`src/rtl/spi_pkg.sv`:
```
// Shared state encoding and default geometry for the SPI master.
package spi_pkg;

  typedef enum logic [2:0] {
    IDLE,
    SETUP,
    LEAD,
    SHIFT,
    HOLD,
    GAP
  } spi_mst_state_t;

  localparam int DEF_DATA_WIDTH  = 8;
  localparam int DEF_CLK_DIV     = 2;
  localparam int DEF_LEAD_CYCLES = 2;

endpackage

```
`src/rtl/spi_clk_div.sv`:
```
// Half-period tick generator: counts 0..CLK_DIV-1 and pulses tick on the last count.
module spi_clk_div
  import spi_pkg::*;
#(
  parameter int CLK_DIV = DEF_CLK_DIV
) (
  input  logic clk,
  input  logic clr,
  output logic tick
);

  localparam int CW = (CLK_DIV > 1) ? $clog2(CLK_DIV) : 1;

  logic [CW-1:0] cnt;

  assign tick = (cnt == CW'(CLK_DIV - 1));

  always_ff @(posedge clk) begin
    if (clr || tick) cnt <= '0;
    else             cnt <= cnt + 1'b1;
  end

endmodule

```
`src/rtl/spi_master.sv`:
```
// Mode-0 SPI master: frames a parallel word with CS, leading dummy SCL cycles,
// MSB-first MOSI shift and MISO capture on each data rise.
module spi_master
  import spi_pkg::*;
#(
  parameter int DATA_WIDTH  = DEF_DATA_WIDTH,
  parameter int CLK_DIV     = DEF_CLK_DIV,
  parameter int LEAD_CYCLES = DEF_LEAD_CYCLES
) (
  input  logic                  clk,
  input  logic                  rst,
  input  logic                  tx_valid,
  output logic                  tx_ready,
  input  logic [DATA_WIDTH-1:0] tx_data,
  output logic                  rx_valid,
  output logic [DATA_WIDTH-1:0] rx_data,
  output logic                  busy,
  output logic                  SCL,
  output logic                  CS,
  output logic                  MOSI,
  input  logic                  MISO
);

  localparam int HC_MAX = 2 * ((LEAD_CYCLES > DATA_WIDTH) ? LEAD_CYCLES : DATA_WIDTH);
  localparam int HW     = $clog2(HC_MAX + 1);

  spi_mst_state_t        state, next_state;
  logic                  tick, clr, accept, rdy_q, hc_last, rise;
  logic [HW-1:0]         hcnt;
  logic [DATA_WIDTH-1:0] tx_shift, rx_shift;

  // The final GAP tick also offers ready so a queued frame follows with minimum CS-high time.
  assign tx_ready = rdy_q || ((state == GAP) && tick);
  assign accept   = tx_valid && tx_ready;
  assign clr      = rst || (state == IDLE) || (next_state != state);
  assign rise     = !hcnt[0];

  spi_clk_div #(.CLK_DIV(CLK_DIV)) u_div (
    .clk  (clk),
    .clr  (clr),
    .tick (tick)
  );

  always_comb begin
    hc_last = 1'b0;
    if (state == LEAD)       hc_last = (int'(hcnt) == 2 * LEAD_CYCLES - 1);
    else if (state == SHIFT) hc_last = (int'(hcnt) == 2 * DATA_WIDTH - 1);
  end

  always_comb begin
    next_state = state;
    case (state)
      IDLE:    if (accept) next_state = SETUP;
      SETUP:   if (tick) next_state = (LEAD_CYCLES > 0) ? LEAD : SHIFT;
      LEAD:    if (tick && hc_last) next_state = SHIFT;
      SHIFT:   if (tick && hc_last) next_state = HOLD;
      HOLD:    if (tick) next_state = GAP;
      GAP:     if (tick) next_state = accept ? SETUP : IDLE;
      default: next_state = IDLE;
    endcase
  end

  always_ff @(posedge clk) begin
    if (rst) begin
      state    <= IDLE;
      hcnt     <= '0;
      tx_shift <= '0;
      rx_shift <= '0;
      rx_data  <= '0;
      rx_valid <= 1'b0;
      rdy_q    <= 1'b0;
      busy     <= 1'b0;
      SCL      <= 1'b0;
      CS       <= 1'b1;
      MOSI     <= 1'b0;
    end else begin
      state    <= next_state;
      rdy_q    <= (next_state == IDLE);
      busy     <= (next_state != IDLE);
      rx_valid <= 1'b0;

      if (clr)       hcnt <= '0;
      else if (tick) hcnt <= hcnt + 1'b1;

      if (accept) begin
        tx_shift <= tx_data;
        MOSI     <= tx_data[DATA_WIDTH-1];
        CS       <= 1'b0;
      end

      // Even half-ticks raise SCL, odd ones lower it; only SHIFT moves data.
      if (tick && ((state == LEAD) || (state == SHIFT))) begin
        SCL <= rise;
        if ((state == SHIFT) && rise)
          rx_shift <= {rx_shift[DATA_WIDTH-2:0], MISO};
        if ((state == SHIFT) && !rise && !hc_last) begin
          tx_shift <= tx_shift << 1;
          MOSI     <= tx_shift[DATA_WIDTH-2];
        end
      end

      if ((state == HOLD) && tick) begin
        CS       <= 1'b1;
        rx_data  <= rx_shift;
        rx_valid <= 1'b1;
        MOSI     <= 1'b0;
      end
    end
  end

endmodule
```
`config.mk`:
```
export PLATFORM = sky130hd
export DESIGN_NAME = spi_master
export DESIGN_NICKNAME = d
export VERILOG_FILES = /design/src/rtl/spi_pkg.sv /design/src/rtl/spi_clk_div.sv /design/src/rtl/spi_master.sv
export SDC_FILE = /design/constraint.sdc
export NUM_CORES = 1
export LEC_CHECK = 0
export ABC_CLOCK_PERIOD_IN_PS = 2600
export CAP_MARGIN = 20
export CORE_MARGIN = 4
export CORE_UTILIZATION = 50
export CTS_CLUSTER_SIZE = 20
export DETAILED_ROUTE_END_ITERATION = 10
export HOLD_SLACK_MARGIN = 0.03
export PLACE_DENSITY_LB_ADDON = 0.2
export REMOVE_ABC_BUFFERS = 1
export SYNTH_ARGS = -nofsm -noshare
export SYNTH_HDL_FRONTEND = slang
export SYNTH_SLANG_ARGS = --single-unit
```
`constraint.sdc`:
```
create_clock -name clk -period 2.6 [get_ports clk]
set_input_delay 0.39 -clock clk [delete_from_list [all_inputs] [get_ports clk]]
set_output_delay 0.39 -clock clk [all_outputs]
set_load 0.02 [all_outputs]
```
== Yosys cells after proc, flatten, opt, wreduce, memory -nomap -nowiden ==
Index checks and enable logic that the tools add are counted.

* Bits in registers: 39
* Bits of input ports: 12
* Output and inout port bits: 14
* Logic and storage cells: 60

* Add/subtract/negate cells: 2
* Equal/unequal tests: 8
* Multiplexer cells: 17
* Reductions and logical operators: 21

{| class="wikitable"
|+ Operators by type and width
! operator !! number
|-
| 8-bit 2-to-1 mux || 3
|-
| 3-bit 2-to-1 mux || 6
|-
| 3-bit case mux with 6 select lines || 1
|-
| 1-bit logical AND || 8
|-
| 1-bit 2-to-1 mux || 7
|-
| 3-bit by 2-bit equality test with 1-bit output, second input constant || 2
|-
| 3-bit equality test, second input constant || 2
|-
| 3-bit logical NOT || 2
|-
| 5-bit by 1-bit adder with 5-bit output, second input constant || 1
|-
| 5-bit by 3-bit equality test with 1-bit output, second input constant || 1
|-
| 5-bit equality test, second input constant || 1
|-
| 1-bit logical OR || 5
|-
| 2-bit OR reduction || 2
|-
| 3-bit by 1-bit equality test with 1-bit output, second input constant || 1
|-
| 3-bit != test || 1
|-
| 3-bit nonzero test || 1
|-
| 1-bit logical NOT || 2
|-
| 2-bit AND reduction || 1
|-
| 1-bit adder, second input constant || 1
|}

== Logic depth before layout (Yosys ltp) ==
Gate-level depths: netlist of the first run.

* Depth in word-level cells: 10
* Gate-level depth with buffers: 7

== Cells and area by module ==
A second synthesis of the first run with hierarchy kept.

* Cell total of the unflattened synthesis: 191
* Area, all modules: 1747.9 µm²

{| class="wikitable"
|+ By module, submodules not included
! module !! times used !! cells an instance !! area an instance (µm²)
|-
| spi_master || 1 || 189 || 1724.2
|-
| spi_clk_div || 1 || 2 || 23.8
|}

== Worst setup path before layout of the first run ==
No wires, ideal clock.

* Kind: flip-flop to flip-flop
* From: reg hcnt[0]
* To: reg hcnt[3]
* Setup time: 0.065 ns
* Arrival: 1.688 ns
* Slack: 0.847 ns
* Cell stages (with the launch flop): 8
* Path buffers: 0
* Clock period less this slack: 1.753 ns
* Cells stage by stage: dfxtp_1 > ha_1 > and3_1 > ha_1 > nand2b_1 > a221oi_2 > o21ai_0 > nor2_1

* Word-level cells in the longest chain between the ends: 9
* Elaborated cells on any way between the ends: 12

{| class="wikitable"
|+ RTL lines
! element !! RTL line !! RTL
|-
| start: declaration || spi_master.sv:29 || <nowiki>logic [HW-1:0] hcnt;</nowiki>
|-
| start signal: assignment || spi_master.sv:83 || <nowiki>else if (tick) hcnt <= hcnt + 1'b1;</nowiki>
|-
| 5-bit equality test || spi_master.sv:47 || <nowiki>else if (state == SHIFT) hc_last = (int'(hcnt) == 2 * DATA_WIDTH - 1);</nowiki>
|-
| 1-bit 2-to-1 mux || spi_master.sv:47 ||
|-
| 1-bit 2-to-1 mux || spi_master.sv:46 || <nowiki>if (state == LEAD) hc_last = (int'(hcnt) == 2 * LEAD_CYCLES - 1);</nowiki>
|-
| 1-bit logical AND || spi_master.sv:55, spi_master.sv:56 ||
|-
| 3-bit 2-to-1 mux, on equally long branches || spi_master.sv:56, spi_master.sv:55 ||
|-
| 3-bit case mux with 6 select lines || spi_master.sv:52 || <nowiki>case (state)</nowiki>
|-
| 3-bit != test || spi_master.sv:35 || <nowiki>assign clr = rst || (state == IDLE) || (next_state != state);</nowiki>
|-
| 1-bit logical OR || spi_master.sv:35 ||
|-
| 2-bit OR reduction (no line) || -- ||
|}

Parallel ways exist; a longest one is shown, timed or not.
A chain may end at the register's enable or synchronous reset.

== Final worst setup path of the first run ==
* From: reg u_div.cnt (netlist: u_div.tick)
* To: out tx_ready

* Word-level cells in the longest chain between the ends: 2

{| class="wikitable"
|+ RTL lines
! element !! RTL line !! RTL
|-
| start: declaration || spi_clk_div.sv:14 || <nowiki>logic [CW-1:0] cnt;</nowiki>
|-
| start signal: assignment || spi_clk_div.sv:20 || <nowiki>else cnt <= cnt + 1'b1;</nowiki>
|-
| 1-bit logical AND || spi_master.sv:33 || <nowiki>assign tx_ready = rdy_q || ((state == GAP) && tick);</nowiki>
|-
| 1-bit logical OR || spi_master.sv:33 ||
|-
| end: declaration || spi_master.sv:13 || <nowiki>output logic tx_ready,</nowiki>
|}

Every way passes these cells.

==> impl_metrics.toml, run 1 <==
[sta]
maxSlewViolCount = 0
post-route-period-util = 0.9306
final.setup_skew_ns = 0.009966
relSlewSlack = 0.5100
setup_viol = 0
fin_tns_setup_ns = 0
rsz0062_at_grt = "false"
max_freq_mhz = 413.3
hold_viol = 0
whs_ns = 0.4673
worst_slew_pin_slew_ns = 0.7319
finalCriticalPeriod_ns = 2.420

[hold_path]
min_to = "rx_data[4]"
whs_path_depth = 2
min_path_type = "flop to flop"
hp-start = "rx_data[4]"

[logic_synthesis]
synth-edff-count = 0
synth_xor_area_frac = 0.02612
synth_compound_area_frac = 0.1306
yosysWarnings = 0
netlist_area_um2 = 1677
postSynthAreaPerCell_um2 = 9.112
synth_simple_gate_area_share = 0.2246
async_flop_share = 0
yosysSeqAreaShare = 0.4537
synth.area.mux_share = 0.1022
ys.flop_type = "dfxtp_1"
synthAdderAreaFrac = 0.01493
synth_cells = 184
synth.distinct_cells = 41
ys_ff_latch = 38
synth_top_family_by_area = "simple AND/OR/NAND/NOR gates"

[worst_setup_path]
path_max_fanout = 17
cpMaxStageDelayCell = "dfxtp_1"
worst_setup_path_end_kind = "output pin"
critPathMaxStageDelay_ns = 0.68
timing.rr.end = "MOSI"
reg2reg_slack_ns = 0.48
worstSetupStartpointType = "flop"
crit_required_ns = 2.21
r2r_cells = 5
cp.arrival_ns = 2.03
crit_chain = "and4b_1 > or2_2 > clkdlybuf4s50_1"
r2r_start = "hcnt[0]"
critPathKind = "flop to output pin"

[detailed_routing]
vias = 1361
drc = 0
firstDrtPassIters = 4
drt_iter0_drc = 133
vias_per_cell = 5.422
routed_wl_um = 3367
ant_nets = 0
wl_per_cell_um = 13.41

[clocking]
cts_resized = 0
numCtsBuffers = 5
clkTransAtPathRegs_ns = 0.12
cts_root_buffer = "clkbuf_4"
cts_buffer_depth = 2
worstSkewPairLatency_ns = 0.34
cts_setup_buffers = 0
cts_tree = "done"
hold_buffers = 0
h-tree-depth = 2
cts_sinks = 38

[pwr]
total_power_mw = 1.152
power_leakage_nw = 0.7464
peakVddDrop_mv = 0.4291
p_per_area_nw_per_um2 = 578.6

[global_routing]
grt_overflow_total = 0
grt_max_degree = 28
grt_pass1_wl_um = 6051
track_usage = 0.1797
grt_pass1_vias = 1337
antenna_found_initial = 0

[final_layout]
drive_gt1_frac = 0.1014
design_area_um2 = 1992
final_cell_mix = "38 x dfxtp_1, 25 x clkdlybuf4s50_1, 23 x nor2_1, 23 x nand2_1, 16 x mux2i_1"
area_delta_synth_final_pct = 18.81
diodes = 0
nets = 220
final_common_cell = "dfxtp_1"

[floorplanning]
fp.coreArea_um2 = 3128
die_x_um = 65.91
row_count = 20
die_height_um = 65.91
dieArea_um2 = 4343
initial_core_util = 0.5360
ioPinCount = 26

[placed_design]
gp_congestion = 0.8673
dp_hpwl_um = 2442
numPortBuffers = 25
placed_area_um2 = 1928

[status]
status = "completed"

[flow_run]
maxCapViolations = 0
[kinds of logic (layout without fill, tap and decap cells)]
logic type / Yosys count / after routing
buf+inv: 15 / 38
mux: 17 / 17
xor+xnor: 5 / 5
compound gates: 31 / 31
simple gates: 76 / 76
fa+ha+maj: 2 / 2
flops: 38 / 38
[registers in the layout, summed over array words and instances, names as in the netlist]
register,flops
hcnt,5
SCL,1
rx_valid,1
rx_shift,8
u_div.tick,1
tx_shift,7
state,3
busy,1
CS,1
MOSI,1
rdy_q,1
rx_data,8
[how the worst max path moves through the flow]
stage                    start          end  slack [ns]  depth (start not counted)
floorplan           u_div.tick  rx_shift[0]        0.51                          4
global placement       hcnt[0]         MOSI        0.57                          5
detailed placement     hcnt[0]         MOSI        0.46                          5
CTS                 u_div.tick     tx_ready        0.18                          3
global route        u_div.tick     tx_ready        0.07                          3
finish              u_div.tick     tx_ready        0.18                          3
[per-stage QoR]
stage	utilization	cells	setup WS (ns)
2_1_floorplan	-	172	0.5082
3_3_place_gp	0.6164	243	0.5692
3_5_place_dp	0.6164	243	0.4581
4_1_cts	0.6368	251	0.1780
5_1_grt	0.6368	251	0.07450
6_report	0.6368	251	0.1804
[critical path, delay by kind of cell, from the launching register on]
kind	cells	cell delay, ns
and+or+nand+nor	2	0.41
buffers and inverters	1	0.59
DFF	1	0.68
[per-layer routing]
| layer | vias to the layer above | share of wire | track usage |
|---|---|---|---|
| met1 | 626 | 0.47 | 0.2360 |
| met2 | 35 | 0.47 | 0.2829 |
| met3 | 5 | 0.038 | 0.03571 |
| met5 | - | 0 | 0 |
| met4 | 0 | 0.015 | 0.08031 |
| li1 | 695 | - | - |
[report_power, final]
group / total, mW / internal [mW] / leakage (nW) / switching (mW)
clock network: 0.324 / 0.130 / 0.0343 / 0.194
logic: 0.182 / 0.0930 / 0.404 / 0.0891
registers: 0.647 / 0.610 / 0.308 / 0.0364
total: 1.15 / 0.833 / 0.746 / 0.319
[synth_stat cells (2+ instances only)]
master | instances | share of area
nor4_1 | 3 | 0.011
clkbuf_1 | 5 | 0.011
nand4_1 | 6 | 0.022
o21ai_0 | 5 | 0.015
a21oi_1 | 11 | 0.033
o21ba_2 | 2 | 0.012
buf_2 | 4 | 0.012
buf_6 | 2 | 0.013
nor3_1 | 3 | 0.0090
dfxtp_1 | 38 | 0.45
nand2b_1 | 3 | 0.011
and3_1 | 2 | 0.0075
nand2_1 | 23 | 0.051
a211oi_1 | 6 | 0.027
ha_1 | 2 | 0.015
nor2b_1 | 2 | 0.0075
nor2_1 | 23 | 0.051
xnor2_1 | 4 | 0.021
inv_1 | 3 | 0.0067
mux2i_1 | 16 | 0.096
[cell type report]
cell class	instances	area, um^2
Multi-Input combinational cell	131	835.8
Timing Repair Buffer	27	265.3
Clock buffer	6	51.30
Inverter	3	11.26
Clock inverter	2	12.51
Fill cell	287	1136
Sequential cell	38	760.7
Tap cell	44	55.05
Power figures use the tool's default switching activity.
==> run 2, diff against run 1 <==
--- a/config.mk
+++ b/config.mk
@@ -11,6 +11,7 @@
 export CORE_UTILIZATION = 50
 export CTS_CLUSTER_SIZE = 20
 export DETAILED_ROUTE_END_ITERATION = 10
+export GPL_TIMING_DRIVEN = 0
 export HOLD_SLACK_MARGIN = 0.03
 export PLACE_DENSITY_LB_ADDON = 0.2
 export REMOVE_ABC_BUFFERS = 1
==> impl_metrics.toml, run 2 (synthesis gave the netlist of run 1 again) <==
[placed_design]
numPortBuffers = 25
place_ws_ns = -0.03657
dp_hpwl_um = 2325
gp_congestion = 0.7455

[flow_run]
maxCapViolations = 0

[global_routing]
grt_pass1_vias = 1350
grt_pass1_wl_um = 5789
grt_overflow_total = 0
track_usage = 0.1712
antenna_found_initial = 0
grt_max_degree = 35

[clocking]
h-tree-depth = 2
worstSkewPairLatency_ns = 0.34
cts_sinks = 38
cts_root_buffer = "clkbuf_4"
hold_buffers = 0
numCtsBuffers = 5
clkTransAtPathRegs_ns = 0.10
cts_tree = "done"
cts_buffer_depth = 2

[sta]
finalCriticalPeriod_ns = 2.459
final.setup_skew_ns = 0.002580
fin_tns_setup_ns = 0
hold_viol = 0
max_freq_mhz = 406.6
post-route-period-util = 0.9458
setup_viol = 0
whs_ns = 0.4584
fin_ws_ns = 0.1409
worst_slew_pin_slew_ns = 0.7112
rsz0062_at_grt = "false"
relSlewSlack = 0.5238
maxSlewViolCount = 0

[pwr]
power_leakage_nw = 0.7559
power_frac_seq = 0.565
p_clk_frac = 0.275
combPwrFrac = 0.161
p_sw_mw = 0.3076
peakVddDrop_mv = 0.4702
p_per_area_nw_per_um2 = 569.6
p_int_mw = 0.8376
p_sw_frac = 0.2686

[worst_setup_path]
cpMaxStageDelayCell = "dfxtp_1"
crit_chain = "and4b_1 > or2_2 > clkdlybuf4s50_1"
crit_start = "u_div.tick"
critPathMaxStageDelay_ns = 0.71
critPathKind = "flop to output pin"
path_max_fanout = 17
crit_required_ns = 2.21
cp.arrival_ns = 2.07
path_buf_inv = 1
worst_setup_path_end_kind = "output pin"
cp_top_family = "flip-flops"
r2r_start = "hcnt[0]"
worstSetupStartpointType = "flop"

[detailed_routing]
wl_per_cell_um = 12.73
routed_wl_um = 3195
vias = 1346
vias_per_cell = 5.363
ant_nets = 0
firstDrtPassIters = 4
drt_iter0_drc = 112
drc = 0

[final_layout]
final_common_cell = "dfxtp_1"
area_delta_synth_final_pct = 19.93
final_cell_mix = "38 x dfxtp_1, 25 x clkdlybuf4s50_1, 23 x nor2_1, 23 x nand2_1, 16 x mux2i_1"
fill_cells = 281
drive_gt1_frac = 0.1014
reg_top3 = "rx_data (8), rx_shift (8), tx_shift (7)"
nets = 220
diodes = 0

[floorplanning]
die_height_um = 65.91
dieArea_um2 = 4343
initial_core_util = 0.5360
fp.coreArea_um2 = 3128
die_x_um = 65.91
ioPinCount = 26
row_count = 20

[hold_path]
hp-start = "rx_data[7]"
min_path_type = "flop to flop"

[status]
status = "completed"
-- run 2: stage by stage --
step                std cells  total power, mW  area [um^2]  utilization
CTS                       250            1.156         1978       0.6324
floorplan                 172           0.7647         1608            -
finish                    251            1.145         2011       0.6428
global route              251            1.198         2011       0.6428
global placement          241           0.8314         1913       0.6116
detailed placement        242           0.8391         1918       0.6132
-- run 2: routing by layer --
metal,GRT usage,up-vias,routed length [um]
met1,0.1899,627,1415
met3,0.05442,7,92
met4,0.07254,0,73
met5,0,-,0
met2,0.2979,17,1614
li1,-,695,-
-- run 2: repair_timing --
action | 4_1_cts | 5_1_grt
setup endpoints to repair | 0 | 3
resized for setup | 0 | 1
setup buffers | 0 | 0
-- run 2: worst paths after layout --
check,to,slack (ns),cells past startpoint
worst max register to register,MOSI,0.41,5
worst min register to register,rx_data[7],0.46,2
worst max-delay path,tx_ready,0.14,3
worst min-delay path,rx_data[7],0.46,2
-- run 2: tightest hold or removal path, delay by kind of cell (launching register included) --
family          cells  cell delay [ns]
flops               1             0.32
compound gates      1             0.05
simple gates        1             0.05
-- run 2: power by group through the flow --
stage / clock network [mW] / registers (mW) / logic (mW)
after global routing: 0.344 / 0.652 / 0.202
final: 0.314 / 0.647 / 0.184
after global placement: 0 / 0.658 / 0.173
after detailed placement: 0 / 0.660 / 0.179
after CTS: 0.330 / 0.646 / 0.180
after floorplan: 0 / 0.660 / 0.105
-- run 2: area by class of cell --
type                       instances  area, um^2  area share
tap                               44       55.05     0.02738
sequential                        38       760.7      0.3783
inverter                           3       11.26    0.005600
clock inverter                     1       5.005    0.002489
timing repair buffer              27       282.8      0.1406
clock buffer                       7       55.05     0.02738
multi-input combinational        131       840.8      0.4182
==> run 3, diff against run 2 <==
--- a/config.mk
+++ b/config.mk
@@ -5,10 +5,11 @@
 export SDC_FILE = /design/constraint.sdc
 export NUM_CORES = 1
 export LEC_CHECK = 0
-export ABC_CLOCK_PERIOD_IN_PS = 2600
+export ABC_CLOCK_PERIOD_IN_PS = 2900
 export CAP_MARGIN = 20
 export CORE_MARGIN = 4
 export CORE_UTILIZATION = 50
+export CTS_BUF_LIST = sky130_fd_sc_hd__clkbuf_4 sky130_fd_sc_hd__clkbuf_8 sky130_fd_sc_hd__clkbuf_16
 export CTS_CLUSTER_SIZE = 20
 export DETAILED_ROUTE_END_ITERATION = 10
 export GPL_TIMING_DRIVEN = 0
==> constraint.sdc (replaced) <==
create_clock -name clk -period 2.9 [get_ports clk]
set_input_delay 0.435 -clock clk [delete_from_list [all_inputs] [get_ports clk]]
set_output_delay 0.435 -clock clk [all_outputs]
set_load 0.02 [all_outputs]
==> impl_metrics.toml, run 3 (synthesis gave the netlist of run 1 again) <==
[final_layout]
stdcell_count = 251
fill_cells = 278
diodes = 0
drive_gt1_frac = 0.1014
final_cell_mix = "38 x dfxtp_1, 25 x clkdlybuf4s50_1, 23 x nor2_1, 23 x nand2_1, 16 x mux2i_1"
final_common_cell = "dfxtp_1"
nets = 220
area_delta_synth_final_pct = 19.85
reg_top3 = "rx_data (8), rx_shift (8), tx_shift (7)"

[pwr]
peakVddDrop_mv = 0.4200
power_leakage_nw = 0.7589
total_power_mw = 1.038
p_per_area_nw_per_um2 = 516.5

[global_routing]
grt_overflow_total = 0
grt_max_degree = 35
track_usage = 0.1708
antenna_found_initial = 0
grt_pass1_vias = 1347
grt_pass1_wl_um = 5768

[clocking]
h-tree-depth = 2
clkTransAtPathRegs_ns = 0.11
cts_tree = "done"
cts_sinks = 38
hold_buffers = 0
numCtsBuffers = 5
worstSkewPairLatency_ns = 0.35
cts_setup_buffers = 0
cts_buffer_depth = 2
cts_root_buffer = "clkbuf_4"
cts_resized = 0

[floorplanning]
ioPinCount = 26
fp.coreArea_um2 = 3128
initial_core_util = 0.5360
dieArea_um2 = 4343
die_x_um = 65.91
die_height_um = 65.91
row_count = 20

[detailed_routing]
drc = 0
vias_per_cell = 5.363
routed_wl_um = 3221
ant_nets = 0
firstDrtPassIters = 4
drt_iter0_drc = 65
wl_per_cell_um = 12.83
vias = 1346

[sta]
post-route-period-util = 0.8664
fin_ws_ns = 0.3875
relSlewSlack = 0.3320
max_freq_mhz = 398.0
hold_viol = 0
worst_slew_pin_slew_ns = 0.9999
finalCriticalPeriod_ns = 2.513
final.setup_skew_ns = 0.007577
rsz0062_at_grt = "false"
fin_tns_setup_ns = 0
maxSlewViolCount = 0
setup_viol = 0

[placed_design]
place_ws_ns = 0.2184
place_inst = 242
gp_congestion = 0.7455
dp_hpwl_um = 2325
numPortBuffers = 25

[worst_setup_path]
worst_setup_path_end_kind = "output pin"
path_max_fanout = 17
critPathKind = "flop to output pin"
cp.arrival_ns = 2.08
cpMaxStageDelayCell = "dfxtp_1"
crit_required_ns = 2.47
worstSetupStartpointType = "flop"
crit_chain = "and4b_1 > or2_2 > clkdlybuf4s50_1"
critPathMaxStageDelay_ns = 0.71
cp_top_family = "flip-flops"
path_buf_inv = 1

[status]
status = "completed"

[hold_path]
min_path_type = "flop to flop"

[flow_run]
maxCapViolations = 0
## run 3: cell count changes in the layout (fill, tap and decap cells not counted)
| cell | before | now |
|---|---|---|
| clkbuf_4 | 5 | 6 |
| nor3b_2 | 2 | 1 |
| clkbuf_1 | 1 | 0 |
| nor3b_1 | 0 | 1 |
## run 3: worst reg2reg max path, delay by kind of cell, from the launching register on
| kind | cells | cell delay (ns) |
|---|---|---|
| simple gates | 3 | 1.10 |
| flops | 1 | 0.71 |
| buf+inv | 1 | 0.30 |
| mux | 1 | 0.20 |
## run 3: power breakdown
group / internal, mW / leakage, nW / total, mW / switching (mW)
Clock: 0.127 / 0.0387 / 0.293 / 0.167
Sequential: 0.547 / 0.308 / 0.580 / 0.0330
Combinational: 0.0862 / 0.412 / 0.164 / 0.0782
## run 3: final timing paths
path / startpoint / endpoint / slack, ns / cells after the start
worst min register to register: rx_data[3] / rx_data[3] / 0.46 / 2
worst max-delay path: u_div.tick / tx_ready / 0.39 / 3
worst max register to register: u_div.tick / rx_shift[4] / 0.50 / 5
worst min-delay path: rx_data[3] / rx_data[3] / 0.46 / 2
## run 3: per-stage QoR
stage / instance area [um^2] / utilization / hold WS, ns
2_1_floorplan: 1608 / - / 0.4251
3_3_place_gp: 1913 / 0.6116 / 0.4447
3_5_place_dp: 1918 / 0.6132 / 0.4486
4_1_cts: 1982 / 0.6336 / 0.4642
5_1_grt: 2009 / 0.6424 / 0.4886
6_report: 2009 / 0.6424 / 0.4592
## run 3: cell type report
cell class / instances / area [um^2] / area share
inverters: 3 / 11.26 / 0.005604
repair buffers: 27 / 282.8 / 0.1407
multi-input cells: 131 / 835.8 / 0.4159
clock buffers: 7 / 58.81 / 0.02927
clock inverters: 1 / 5.005 / 0.002491
well taps: 44 / 55.05 / 0.02740
flip-flops and latches: 38 / 760.7 / 0.3786
## run 3: per-layer routing
| layer | global-route usage | share of wire | wire [um] |
|---|---|---|---|
| met5 | 0 | 0 | 0 |
| met4 | 0.07254 | 0.018 | 57 |
| met3 | 0.05442 | 0.037 | 119 |
| met2 | 0.2966 | 0.50 | 1613 |
| met1 | 0.1899 | 0.44 | 1431 |
